### src/rtl/program_memory_loader.sv
// Loads a length-prefixed byte stream into program memory as big-endian 32-bit words.
// All outputs are registered and derived from the next state.
module program_memory_loader #(
    parameter int unsigned MEMORY_DEPTH = 256,
    parameter int unsigned DATA_WIDTH   = 32,
    parameter logic [31:0] BASE_ADDRESS = 32'h00400000
) (
    input  logic                  clk,
    input  logic                  reset,
    input  logic                  start,
    input  logic                  Byte_Valid,
    input  logic [7:0]            Byte_Data,
    output logic                  Byte_Ready,
    output logic                  Write_Enable,
    output logic [DATA_WIDTH-1:0] Write_Address,
    output logic [DATA_WIDTH-1:0] Write_Data,
    output logic                  busy,
    output logic                  done,
    output logic                  error
);

    localparam int unsigned IdxW = $clog2(MEMORY_DEPTH + 1);

    typedef enum logic [2:0] {
        StIdle,
        StLenHi,
        StLenLo,
        StData,
        StWrite,
        StDone,
        StErr
    } state_e;

    state_e                st_q, st_d;
    logic [15:0]           n_q, n_d;
    logic [IdxW-1:0]       idx_q, idx_d;
    logic [1:0]            bcnt_q, bcnt_d;
    logic [DATA_WIDTH-1:0] asm_q, asm_d;
    logic [DATA_WIDTH-1:0] waddr_q, waddr_d;
    logic [DATA_WIDTH-1:0] wdata_q, wdata_d;
    logic                  we_q, we_d;
    logic                  rdy_q, rdy_d;
    logic                  busy_q, busy_d;
    logic                  done_q, done_d;
    logic                  err_q, err_d;

    logic                  xfer;
    logic [15:0]           n_new;
    logic [IdxW-1:0]       idx_inc;
    logic [DATA_WIDTH-1:0] asm_new;

    assign xfer    = Byte_Valid & rdy_q;
    assign n_new   = {n_q[15:8], Byte_Data};
    assign idx_inc = idx_q + IdxW'(1);
    assign asm_new = {asm_q[DATA_WIDTH-9:0], Byte_Data};

    always_comb begin
        st_d    = st_q;
        n_d     = n_q;
        idx_d   = idx_q;
        bcnt_d  = bcnt_q;
        asm_d   = asm_q;
        waddr_d = waddr_q;
        wdata_d = wdata_q;
        we_d    = 1'b0;

        unique case (st_q)
            StIdle, StDone, StErr: begin
                if (start) begin
                    st_d   = StLenHi;
                    idx_d  = '0;
                    bcnt_d = '0;
                end
            end
            StLenHi: begin
                if (xfer) begin
                    n_d  = {Byte_Data, n_q[7:0]};
                    st_d = StLenLo;
                end
            end
            StLenLo: begin
                if (xfer) begin
                    n_d = n_new;
                    if (n_new == 16'd0) begin
                        st_d = StDone;
                    end else if (32'(n_new) > MEMORY_DEPTH) begin
                        st_d = StErr;
                    end else begin
                        st_d = StData;
                    end
                end
            end
            StData: begin
                if (xfer) begin
                    asm_d = asm_new;
                    if (bcnt_q == 2'd3) begin
                        // Latch the write beat now so Write_Enable is registered in WRITE.
                        bcnt_d  = '0;
                        st_d    = StWrite;
                        we_d    = 1'b1;
                        wdata_d = asm_new;
                        waddr_d = DATA_WIDTH'(BASE_ADDRESS + (32'(idx_q) << 2));
                    end else begin
                        bcnt_d = bcnt_q + 2'd1;
                    end
                end
            end
            StWrite: begin
                idx_d = idx_inc;
                st_d  = (32'(idx_inc) == 32'(n_q)) ? StDone : StData;
            end
            default: st_d = StIdle;
        endcase

        rdy_d  = (st_d == StLenHi) || (st_d == StLenLo) || (st_d == StData);
        busy_d = rdy_d || (st_d == StWrite);
        done_d = (st_d == StDone);
        err_d  = (st_d == StErr);
    end

    always_ff @(posedge clk) begin
        if (!reset) begin
            st_q    <= StIdle;
            n_q     <= '0;
            idx_q   <= '0;
            bcnt_q  <= '0;
            asm_q   <= '0;
            waddr_q <= '0;
            wdata_q <= '0;
            we_q    <= 1'b0;
            rdy_q   <= 1'b0;
            busy_q  <= 1'b0;
            done_q  <= 1'b0;
            err_q   <= 1'b0;
        end else begin
            st_q    <= st_d;
            n_q     <= n_d;
            idx_q   <= idx_d;
            bcnt_q  <= bcnt_d;
            asm_q   <= asm_d;
            waddr_q <= waddr_d;
            wdata_q <= wdata_d;
            we_q    <= we_d;
            rdy_q   <= rdy_d;
            busy_q  <= busy_d;
            done_q  <= done_d;
            err_q   <= err_d;
        end
    end

    assign Byte_Ready    = rdy_q;
    assign Write_Enable  = we_q;
    assign Write_Address = waddr_q;
    assign Write_Data    = wdata_q;
    assign busy          = busy_q;
    assign done          = done_q;
    assign error         = err_q;

endmodule

### config.mk
export PLATFORM = sky130hd
export DESIGN_NAME = program_memory_loader
export DESIGN_NICKNAME = d
export VERILOG_FILES = /design/src/rtl/program_memory_loader.sv
export SDC_FILE = /design/constraint.sdc
export NUM_CORES = 1
export LEC_CHECK = 0
export ABC_AREA = 1
export CORE_MARGIN = 2
export CORE_UTILIZATION = 48
export CTS_CLUSTER_SIZE = 12
export DETAILED_ROUTE_END_ITERATION = 7
export PLACE_DENSITY = 0.75
export SETUP_SLACK_MARGIN = 0.1
export SLEW_MARGIN = 15
export SYNTH_ARGS = -nofsm -noshare
export SYNTH_HDL_FRONTEND = slang
export SYNTH_SLANG_ARGS = --single-unit
### constraint.sdc
create_clock -name clk -period 2.8 [get_ports clk]
set_input_delay 0.42 -clock clk [delete_from_list [all_inputs] [get_ports clk]]
set_output_delay 0.42 -clock clk [all_outputs]
set_load 0.01 [all_outputs]
==> flow_summary.toml <==
[cts]
cts.htree.levels = 3
max-clock-path-buffers = 2
hold_buffers = 0
clk_pin_slew_worst_paths_ns = 0.10
cts_buffers = 9
cts-root-buf = "clkbuf_8"
cts_tree = "built"
cts_setup_buffers = 0
insertion_delay_ns = 0.36
cts_sinks = 101
post_cts_resized = 0

[synth]
synth_area_mm2 = 0.00422
ys_seq_elements = 101
yosysTopAreaCell = "dfxtp_1"
synth_top_area_share = 0.479
synth_cell_types = 32
yosysSeqAreaShare = 0.479
ys_warn_count = 0
syn_area_per_cell_um2 = 7.59
synthTopCellsByArea = "dfxtp_1, nand2_1, nor2_1"
synth_cells = 556

[die]
core_mm2 = 0.00864
initial_core_util = 0.489
die-width_um = 97.8
io_pins = 81
fp.dieH_um = 97.8
dieArea_mm2 = 0.00956
rows = 34

[layout]
layout_commonest_cell = "dfxtp_1"
final_cell_area_mm2 = 0.00499
nets = 620
drive_gt1_frac = 0.0818
insertedDiodeCount = 0
syn2layout_area_growth_pct = 18.2
final_cell_mix = "dfxtp_1, nand2_1, nor2_1"

[critical_path]
ff2ff_setup_slack_ns = 0.86
r2r_cells = 12
critPathKind = "reg -> reg"
cpPeakStageDelay_ns = 0.44
cp-end-kind = "flip-flop"
cp.required_ns = 3.05
crit_path_start_kind = "flip-flop"
reg2reg_to = "busy$_SDFF_PN0_"
path_max_fanout = 6
slowest_stage = "dfxtp_1"
path_cells = "ha_1 > nand3_2 > inv_2 > nand2_1 > nand3_1 > nand3_1 > nor2_1 > nand3_1 > nand2_1 > nand3_1 > nand2_1 > nand2_1"
crit_arrival_ns = 2.18
r2r-start = "idx_q[0]$_SDFFE_PN0P_"

[timing]
setup_viol = 0
hold_violations = 0
fin_crit_ns = 1.94
setup_tns_ns = 0
holdWs_ns = 0.456
clock_skew_ns = 0.00843
maxSlewViolCount = 0
period_share = 0.692
relSlewSlack = 0.561
tightest_slew_ns = 0.659
finalWorstSetupSlack_ns = 0.863
rsz0062_at_grt = "false"
fmax_ghz = 0.516

[worst_hold_path]
min_to = "Write_Address[22]$_SDFFE_PN0P_"
worstHoldPathCells = 2
hold_path_class = "reg -> reg"
min_from = "Write_Address[22]$_SDFFE_PN0P_"

[power_and_ir_drop]
power.share.sequential = 0.537
p_int_w = 0.00205
totalPowerFinal_w = 0.00279
power_per_cell_area_mw_per_mm2 = 558
swShare = 0.265
vdd_ir_drop_max_uv = 299
p_comb_frac = 0.108
leakage_nw = 1.99
clkPwrFrac = 0.355
power.switching_w = 0.000738

[grt]
grt-ovfl-total = 0
track_usage = 0.206
grt_max_degree = 77
antenna_found_initial = 0
first_global_vias = 3478
grt_pass1_wl_um = 16300

[route]
met3_length_um = 488
ant_nets = 0
first_pass_iters = 5
wirelength_um = 9790
via_count = 3744
wl_met2_um = 4730
drc = 0
wl_per_cell_um = 13.6
via_per_inst = 5.21
initialDrtViolationCount = 175
top_layer = "met4"
drt-met1-wl_um = 4490

[placement]
gp_congestion = 0.877
portBuffers = 58
post-dp-hpwl_um = 6770
dp_slack_ns = 0.524
postPlaceCellArea_mm2 = 0.00478

[flow_run]
cap_violations = 0

[status]
status = "finished, final reports clean"
[power groups by stage]
stage	Clock [W]	Sequential [W]	Combinational, W
2_1_floorplan	0	0.00153	0.000226
3_3_place_gp	0	0.00153	0.000288
3_5_place_dp	0	0.00153	0.000296
4_1_cts	0.00100	0.00150	0.000297
5_1_grt	0.00106	0.00150	0.000337
6_report	0.000990	0.00150	0.000300
[kinds of logic (layout without fill, tap and decap cells)]
logic type / Yosys count / in the layout / synth area share
buffers and inverters: 92 / 126 / 0.106
other: 1 / 22 / 0.000888
adder cells (fa/ha/maj): 2 / 2 / 0.00593
AND/OR/NAND/NOR: 235 / 235 / 0.247
flip-flops: 101 / 101 / 0.479
AO/OA/AOI/OAI: 125 / 125 / 0.161
[per-stage QoR]
step | utilization | cells
floorplan | - | 577
global placement | 0.553 | 703
detailed placement | 0.553 | 703
CTS | 0.578 | 719
global route | 0.578 | 719
finish | 0.578 | 719
[critical path: cells and delay by family (launching register included)]
family	cells	cell delay, ns
and+or+nand+nor	10	1.02
buffers and inverters	1	0.12
DFF	1	0.44
adders and majority gates	1	0.24
[worst max-delay path by stage]
stage,startpoint,end,slack [ns],cells past startpoint
after floorplan,idx_q[0]$_SDFFE_PN0P_,busy$_SDFF_PN0_,1.23,14
after global placement,Byte_Valid,Write_Data[0]$_SDFFE_PN0P_,0.64,7
after detailed placement,Byte_Valid,Write_Address[5]$_SDFFE_PN0P_,0.52,7
after CTS,Byte_Valid,Write_Address[5]$_SDFFE_PN0P_,0.89,7
after global routing,idx_q[0]$_SDFFE_PN0P_,busy$_SDFF_PN0_,0.69,12
final,idx_q[0]$_SDFFE_PN0P_,busy$_SDFF_PN0_,0.86,12
[flip-flops by register name, summed over array words and instances (netlist names)]
register / cells
Write_Enable: 1
Byte_Ready: 1
bcnt_q: 2
error: 1
Write_Data: 32
Write_Address: 10
st_q: 3
n_q: 16
busy: 1
idx_q: 9
done: 1
asm_q: 24
[Yosys cell counts (all sizes together)]
| master | number |
|---|---|
| and3 | 1 |
| nor3 | 2 |
| o21ai | 61 |
| ha | 2 |
| a21oi | 43 |
| and2 | 1 |
| a31oi | 1 |
| nand4 | 1 |
| dfxtp | 101 |
| nor2 | 89 |
| o21a | 1 |
| conb | 1 |
| a22oi | 14 |
| nand3 | 39 |
| nand2 | 100 |
| inv | 47 |
| clkbuf | 10 |
| a211oi | 5 |
| buf | 35 |
| nand3b | 2 |
[layer usage]
layer | vias to the layer above | global-route usage
met5 | - | 0
met4 | 0 | 0.0684
met3 | 12 | 0.0301
met2 | 123 | 0.345
met1 | 1742 | 0.276
li1 | 1867 | -
[area by class of cell]
| cell class | count | area (um^2) |
|---|---|---|
| fillers | 821 | 3640 |
| repair buffers | 63 | 613 |
| clock buffers | 11 | 151 |
| well taps | 108 | 135 |
| inverters | 47 | 176 |
| flip-flops and latches | 101 | 2020 |
| clock inverters | 5 | 63.8 |
| multi-input cells | 384 | 1830 |
No activity file was read; power rests on OpenSTA's default activity.
